$ cat config.mk
export PLATFORM = sky130hd
export DESIGN_NAME = multdiv_unit
export DESIGN_NICKNAME = d
export VERILOG_FILES = /design/src/rtl/multdiv_unit.sv
export SDC_FILE = /design/constraint.sdc
export NUM_CORES = 1
export LEC_CHECK = 0
export ABC_AREA = 1
export BUFFER_PORTS_ARGS = -buffer_cell sky130_fd_sc_hd__buf_2
export CAP_MARGIN = 20
export CELL_PAD_IN_SITES_DETAIL_PLACEMENT = 1
export CELL_PAD_IN_SITES_GLOBAL_PLACEMENT = 1
export CORE_MARGIN = 2
export CORE_UTILIZATION = 47
export CTS_BUF_LIST = sky130_fd_sc_hd__clkbuf_2 sky130_fd_sc_hd__clkbuf_4 sky130_fd_sc_hd__clkbuf_8
export DETAILED_ROUTE_END_ITERATION = 10
export PLACE_DENSITY = 0.86
export SYNTH_ARGS = -nofsm -noshare
export SYNTH_HDL_FRONTEND = slang
export SYNTH_SLANG_ARGS = --single-unit
export TNS_END_PERCENT = 30
$ cat constraint.sdc
create_clock -name clk -period 4.7 [get_ports clk]
set_input_delay 0.235 -clock clk [delete_from_list [all_inputs] [get_ports clk]]
set_output_delay 0.235 -clock clk [all_outputs]
set_load 0.005 [all_outputs]
$ cat src/rtl/multdiv_unit.sv
// rtl/multdiv_unit.sv - iterative signed multiply/divide unit with HI/LO result registers
module multdiv_unit #(
    parameter int DATA_W = 32
) (
    input  logic              clk,
    input  logic              rst_n,
    input  logic              start,
    input  logic [3:0]        alu_op,
    input  logic [DATA_W-1:0] src_a,
    input  logic [DATA_W-1:0] src_b,
    output logic              busy,
    output logic              done,
    output logic [DATA_W-1:0] hi,
    output logic [DATA_W-1:0] lo
);

    localparam int CNT_W = 6;
    localparam logic [CNT_W-1:0] LAST_ITER = CNT_W'(DATA_W - 1);
    localparam logic [3:0] OP_MULT = 4'd10;
    localparam logic [3:0] OP_DIV  = 4'd11;

    typedef enum logic [1:0] {
        S_IDLE = 2'd0,
        S_CALC = 2'd1,
        S_DONE = 2'd2
    } state_t;

    state_t              r_state;
    state_t              w_next;
    logic [CNT_W-1:0]    r_cnt;
    logic [2*DATA_W-1:0] r_prod;
    logic [DATA_W-1:0]   r_mag_b;
    logic                r_neg_res;
    logic                r_neg_a;
    logic                r_is_div;
    logic                r_b_zero;
    logic                r_done;
    logic [DATA_W-1:0]   r_hi;
    logic [DATA_W-1:0]   r_lo;

    logic                w_accept;
    logic [DATA_W-1:0]   w_mag_a;
    logic [DATA_W-1:0]   w_mag_b;
    logic [DATA_W:0]     w_add_sum;
    logic [DATA_W:0]     w_shift;
    logic [DATA_W:0]     w_diff;
    logic                w_fits;
    logic [2*DATA_W-1:0] w_prod_next;
    logic [2*DATA_W-1:0] w_mul_res;
    logic [DATA_W-1:0]   w_quo;
    logic [DATA_W-1:0]   w_rem;

    assign w_accept = (r_state == S_IDLE) && start && ((alu_op == OP_MULT) || (alu_op == OP_DIV));
    assign w_mag_a  = src_a[DATA_W-1] ? (~src_a + 1'b1) : src_a;
    assign w_mag_b  = src_b[DATA_W-1] ? (~src_b + 1'b1) : src_b;

    // Multiply: add multiplicand into the upper half when the low bit is set, then shift right.
    assign w_add_sum = {1'b0, r_prod[2*DATA_W-1:DATA_W]} + (r_prod[0] ? {1'b0, r_mag_b} : '0);

    // Divide: upper half is the partial remainder, lower half shifts dividend out and quotient in.
    assign w_shift = {r_prod[2*DATA_W-1:DATA_W], r_prod[DATA_W-1]};
    assign w_diff  = w_shift - {1'b0, r_mag_b};
    assign w_fits  = (w_shift >= {1'b0, r_mag_b});

    always_comb begin
        w_prod_next = r_prod;
        if (r_is_div) begin
            if (w_fits) begin
                w_prod_next = {w_diff[DATA_W-1:0], r_prod[DATA_W-2:0], 1'b1};
            end else begin
                w_prod_next = {w_shift[DATA_W-1:0], r_prod[DATA_W-2:0], 1'b0};
            end
        end else begin
            w_prod_next = {w_add_sum, r_prod[DATA_W-1:1]};
        end
    end

    assign w_mul_res = r_neg_res ? (~r_prod + 1'b1) : r_prod;
    assign w_quo     = r_b_zero ? '1 :
                       (r_neg_res ? (~r_prod[DATA_W-1:0] + 1'b1) : r_prod[DATA_W-1:0]);
    assign w_rem     = r_neg_a ? (~r_prod[2*DATA_W-1:DATA_W] + 1'b1) : r_prod[2*DATA_W-1:DATA_W];

    always_comb begin
        w_next = r_state;
        case (r_state)
            S_IDLE:  if (w_accept) w_next = S_CALC;
            S_CALC:  if (r_cnt == LAST_ITER) w_next = S_DONE;
            S_DONE:  w_next = S_IDLE;
            default: w_next = S_IDLE;
        endcase
    end

    always_ff @(posedge clk or negedge rst_n) begin
        if (!rst_n) begin
            r_state   <= S_IDLE;
            r_cnt     <= '0;
            r_prod    <= '0;
            r_mag_b   <= '0;
            r_neg_res <= 1'b0;
            r_neg_a   <= 1'b0;
            r_is_div  <= 1'b0;
            r_b_zero  <= 1'b0;
            r_done    <= 1'b0;
            r_hi      <= '0;
            r_lo      <= '0;
        end else begin
            r_state <= w_next;
            r_done  <= 1'b0;
            case (r_state)
                S_IDLE: begin
                    if (w_accept) begin
                        r_cnt     <= '0;
                        r_prod    <= {{DATA_W{1'b0}}, w_mag_a};
                        r_mag_b   <= w_mag_b;
                        r_neg_res <= src_a[DATA_W-1] ^ src_b[DATA_W-1];
                        r_neg_a   <= src_a[DATA_W-1];
                        r_is_div  <= (alu_op == OP_DIV);
                        r_b_zero  <= (src_b == '0);
                    end
                end
                S_CALC: begin
                    r_cnt  <= r_cnt + 1'b1;
                    r_prod <= w_prod_next;
                end
                S_DONE: begin
                    r_done <= 1'b1;
                    if (r_is_div) begin
                        r_hi <= w_rem;
                        r_lo <= w_quo;
                    end else begin
                        r_hi <= w_mul_res[2*DATA_W-1:DATA_W];
                        r_lo <= w_mul_res[DATA_W-1:0];
                    end
                end
                default: ;
            endcase
        end
    end

    assign busy = (r_state != S_IDLE);
    assign done = r_done;
    assign hi   = r_hi;
    assign lo   = r_lo;

endmodule

# Word-level counts from Yosys, hierarchy flattened
# Cells that the tools add are included.
[totals] in_bits=71 out_inout_bits=66 register_bits=173 wordCells=62
[classes] reduce_logical=10 add_sub_neg=8 order_cmp=1 eq_ne=7 n_mux=19 bitwise_logic=6
[op_table] op="32-bit 2-to-1 mux" n=8
[op_table] op="64-bit 2-to-1 mux" n=4
[op_table] op="32-bit by 1-bit adder with 32-bit output, second input constant" n=4
[op_table] op="32-bit NOT" n=4
[op_table] op="64-bit case mux with 2 select lines" n=1
[op_table] op="64-bit by 1-bit adder with 64-bit output, second input constant" n=1
[op_table] op="64-bit NOT" n=1
[op_table] op="32-bit by 32-bit adder with 33-bit output" n=1
[op_table] op="33-bit by 32-bit greater-or-equal comparator with 1-bit output" n=1
[op_table] op="32-bit logical NOT" n=1
[op_table] op="32-bit subtractor" n=1
[op_table] op="6-bit case mux with 2 select lines" n=1
[op_table] op="4-bit equality test, second input constant" n=2
[op_table] op="6-bit by 1-bit adder with 6-bit output, second input constant" n=1
[op_table] op="6-bit by 5-bit equality test with 1-bit output, second input constant" n=1
[op_table] op="6-bit 2-to-1 mux" n=1
[op_table] op="2-bit AND reduction" n=3
[op_table] op="2-bit 2-to-1 mux" n=2
[op_table] op="2-bit inequality test, second input constant" n=2
[op_table] op="2-bit case mux with 2 select lines" n=1
[op_table] op="2-bit nonzero test" n=2
[op_table] op="2-bit by 1-bit equality test with 1-bit output, second input constant" n=1
[op_table] op="2-bit equality test, second input constant" n=1
[op_table] op="1-bit logical AND" n=2
[op_table] op="other kinds (4)" n=4

# Longest topological paths before layout
[logic_depth] word_depth=5 depth_mapped=19 depth_no_buf=18

# Worst setup path before layout
# OpenSTA, ideal clock, no wires.
[synth_path] path_type="reg2reg" startpoint="register r_prod[0]" endpoint="register r_prod[54]" n_path_buf=2 path_stages_with_launch=20 slack_ns=2.396 t_arrival_ns=2.188 setup_time_ns=0.116 required_time_ns=4.584 synth_period_minus_slack_ns=2.304 path_cell_list="dfrtp_1 > buf_2 > clkbuf_1 > nand2_1 > inv_1 > ha_1 > a21oi_1 > nand2_1 > nand2_1 > nand2_1 > nand2_1 > nand2_1 > nand2_1 > nand2_1 > nand2_1 > nand2_1 > o21ai_0 > inv_1 > nand2_1 > nand2_1"
[synth_between] elab_chain_len=4
[synth_rtl] item="start, declared" line="31" rtl="logic [2*DATA_W-1:0] r_prod;"
[synth_rtl] item="start signal, assigned" line="113" rtl="r_prod <= {{DATA_W{1'b0}}, w_mag_a};"
[synth_rtl] item="start signal, assigned" line="123" rtl="r_prod <= w_prod_next;"
[synth_rtl] item="32-bit 2-to-1 mux" line="58" rtl="assign w_add_sum = {1'b0, r_prod[2*DATA_W-1:DATA_W]} + (r_prod[0] ? {1'b0, r_mag_b} : '0);"
[synth_rtl] item="32-bit by 32-bit adder with 33-bit output" line="58"
[synth_rtl] item="64-bit 2-to-1 mux" line="67" rtl="if (r_is_div) begin"
[synth_rtl] item="64-bit case mux with 2 select lines" line="109" rtl="case (r_state)"
# No other way between the ends.
# A chain may end at the register's enable or synchronous reset.

# Worst setup path in the final report
[layout_path] startpoint="register r_prod[55]" endpoint="register r_prod[44]"
[layout_between] elab_chain_len=4
[layout_rtl] item="33-bit by 32-bit greater-or-equal comparator with 1-bit output" line="63" rtl="assign w_fits = (w_shift >= {1'b0, r_mag_b});"
[layout_rtl] item="64-bit 2-to-1 mux" line="68" rtl="if (w_fits) begin"
[layout_rtl] item="64-bit 2-to-1 mux" line="67"
[layout_rtl] item="64-bit case mux with 2 select lines" line="109"
# No other way between the ends.

==> results.cfg <==
[sta]
drv_slew = 0
fin_crit_ns = 3.364
tns_ns = 0
rsz0062_at_grt = no
skew_ns = 0.02802
fmax_ghz = 0.2973
setup_ws_ns = 1.336
min_period_over_period = 0.7157
tightest_slew_ns = 1.003
hold_viol = 0
relSlewSlack = 0.3309
setup_violations = 0

[worst_setup_path]
critPathKind = reg2reg
crit_path_end_kind = flip-flop
path_buf_inv = 2
crit_path_top_delay_cell = dfrtp_1
rrSetupSlack_ns = 1.34
crit_chain = ha_1 > nand2_1 > nor2_1 > inv_1 > nor3_2 > nand3_2 > nand2_1 > buf_4 > nand3_1 > nand3_1 > nand2_1
path_delay_family = simple AND/OR/NAND/NOR gates
critPathMostFrequentCell = nand2_1
start_kind = flip-flop
crit_required_ns = 5.11
worstPathArrival_ns = 3.77
crit_path_max_incr_delay_ns = 0.63
crit_path_max_fanout = 27

[grt]
grt_use_total = 0.3953
grt-ovfl-total = 0
grt_pass1_vias = 20470
antenna_found_initial = 4
grt_pass1_wl_um = 116300
grt_max_degree = 101

[hold_path]
holdCritPathClass = in2reg

[finish]
multi_input_area_sq_um = 10830
area.growth.synth_to_final_pct = 8.914
seq_area_sq_um = 4332
nFillCells = 5213
drive_above_1_share = 0.08070
nets = 3165

[drt]
avgViaCountPerCell = 5.863
drc = 0
drt_first_iter_violations = 1807
ant_nets = 0
totalWireLength_um = 75750
dr_total_vias = 20510
wl_per_cell_um = 21.65
dr.pass1.iters = 5

[place]
io_buffer_count = 136
hpwl_um = 60070
pre_cts_ws_ns = 1.441
finalWeightedCongestion = 0.9721

[pwr]
p_leak_nw = 10.18
irDropWorstVdd_mv = 0.2359
power.total_mw = 12.06
powerDensity_nw_per_um2 = 645.6

[yosys]
synthesis.instances = 2933
synthArstFlopShare = 1.000
yosysTopAreaCell = dfrtp_1
ys.flop_type = dfrtp_1
synthDistinctLibCells = 53
ys_warn_count = 0
syn_area_sq_um = 17150
synth_top_area_share = 0.2524
ys_top_cells_by_area = dfrtp_1 25%, nand2_1 21%, inv_1 9.1%
synth_edf_count = 0
syn_nets = 3075
avgSynthCellArea_sq_um = 5.848
synth_seq_area_share = 0.2524
synth_seq_cells = 173

[floorplan]
core_sq_um = 35740
dieArea_sq_um = 38040
ios = 137
initial_core_util = 0.4799
die_x_um = 195.0
die_h_um = 195.0
num_rows = 69

[cts]
cts-root-buf = clkbuf_8
clockBufferDepth = 2
numCtsBuffers = 17
ctsHtreeMaxLevel = 4
cts_tree = built
clk_pin_slew_ns = 0.11
clk_latency_ns = 0.53
cts.repair.resized = 0
clock_sinks = 173

[status]
status = finished clean

[job]
max-cap-violations = 0
[routing by layer]
metal	track usage	share of wire
met4	0.1903	0.049
met1	0.4990	0.41
met3	0.07133	0.075
met2	0.6540	0.46
met5	0	0.00077
[worst paths after layout]
check	start	end	depth (start not counted)
max in group asynchronous	rst_n	r_cnt[4]$_DFFE_PN0P_	3
worst min-delay path	src_b[17]	r_mag_b[17]$_DFFE_PN0P_	3
worst min register to register	hi[12]$_DFFE_PN0P_	hi[12]$_DFFE_PN0P_	2
min in group asynchronous	rst_n	hi[18]$_DFFE_PN0P_	2
worst max register to register	r_prod[55]$_DFFE_PN0P_	r_prod[44]$_DFFE_PN0P_	11
worst max-delay path	r_prod[55]$_DFFE_PN0P_	r_prod[44]$_DFFE_PN0P_	11
[layout by cell type, fill, tap and decap left out, drive strengths merged]
cell type and count:
a22oi 9, dlygate4sd3 4, a31oi 25, o2111ai 1, a22o 1, ha 69
o22a 1, nand3b 17, clkinv 7, a21boi 2, o22ai 11, nor2 347
a31o 1, nand4 42, clkbuf 20, nor4 5, buf 160, or2 8
diode 1, dfrtp 173, and2 2, mux2i 1, a21o 2, o21a 1
nand2 944, xnor2 16, and3 2, o21bai 11, nand3 280, xor2 54
inv 439, o211ai 7, a21oi 153, o41ai 1, o31ai 2, fa 2
o21ai 182, nor3 34
[cell families after synthesis]
group                      Yosys count  share of synthesized area
and+or+nand+nor                   1681                     0.4129
buffers and inverters              527                     0.1168
AOI/OAI and AO/OA                  410                     0.1290
DFF                                173                     0.2524
adders and majority gates           71                    0.05267
xor gates and xnor gates            70                    0.03574
muxes                                1                  0.0005836
[power by group]
group / internal [mW] / switching (mW) / total, mW
logic: 2.49 / 5.49 / 7.98
registers: 2.05 / 0.921 / 2.97
clock network: 0.426 / 0.681 / 1.11
[cells in the mapped netlist, drive strengths merged, types with 2 or more instances]
| library cell | number |
|---|---|
| a21boi | 2 |
| a21o | 2 |
| a21oi | 153 |
| a22oi | 9 |
| a31oi | 25 |
| and2 | 2 |
| and3 | 2 |
| buf | 24 |
| clkbuf | 69 |
| clkinv | 3 |
| dfrtp | 173 |
| fa | 2 |
| ha | 69 |
| inv | 431 |
| nand2 | 944 |
| nand3 | 280 |
| nand3b | 17 |
| nand4 | 42 |
| nor2 | 347 |
| nor3 | 34 |
| nor4 | 5 |
| o211ai | 7 |
| o21ai | 182 |
| o21bai | 11 |
| o22ai | 11 |
| o31ai | 2 |
| or2 | 8 |
| xnor2 | 16 |
| xor2 | 54 |
[worst register-to-register path, stage by stage (launching register included)]
cell and delay (ns):
dfrtp_1 0.63, ha_1 0.50, nand2_1 0.10, nor2_1 0.22, inv_1 0.08, nor3_2 0.22
nand3_2 0.47, nand2_1 0.33, buf_4 0.37, nand3_1 0.15, nand3_1 0.13, nand2_1 0.06
[metrics by stage]
stage | cell area [sq um] | std cells | hold slack [ns] | util
floorplan | 17150 | 2933 | -0.06059 | -
global placement | 18250 | 3461 | 0.2833 | 0.5106
detailed placement | 18250 | 3461 | 0.3013 | 0.5106
CTS | 18680 | 3497 | 0.02733 | 0.5226
global route | 18680 | 3497 | 0.03955 | 0.5226
finish | 18680 | 3498 | 0.05028 | 0.5227
[area by class of cell]
type | instances | share of cell area
well taps | 461 | 0.03088
clock buffers | 20 | 0.01440
repair buffers | 164 | 0.04923
diodes | 1 | 0.0001339
inverters | 434 | 0.08720
multi-input cells | 2233 | 0.5799
clock inverters | 12 | 0.006430
flip-flops and latches | 173 | 0.2319
[what timing repair did]
action | CTS | global route
hold buffers | 4 | 0
hold endpoints to repair | 76 | 0
setup buffers | 0 | 0
endpoints found under the setup margin | 0 | 0
[flip-flops by register name, indices dropped and copies added, names as in the netlist]
signal and cells:
done 1, hi 32, lo 32, r_b_zero 1
r_cnt 6, r_is_div 1, r_mag_b 32, r_neg_a 1
r_neg_res 1, r_prod 64, r_state 2
(Power assumes the default switching activity.)
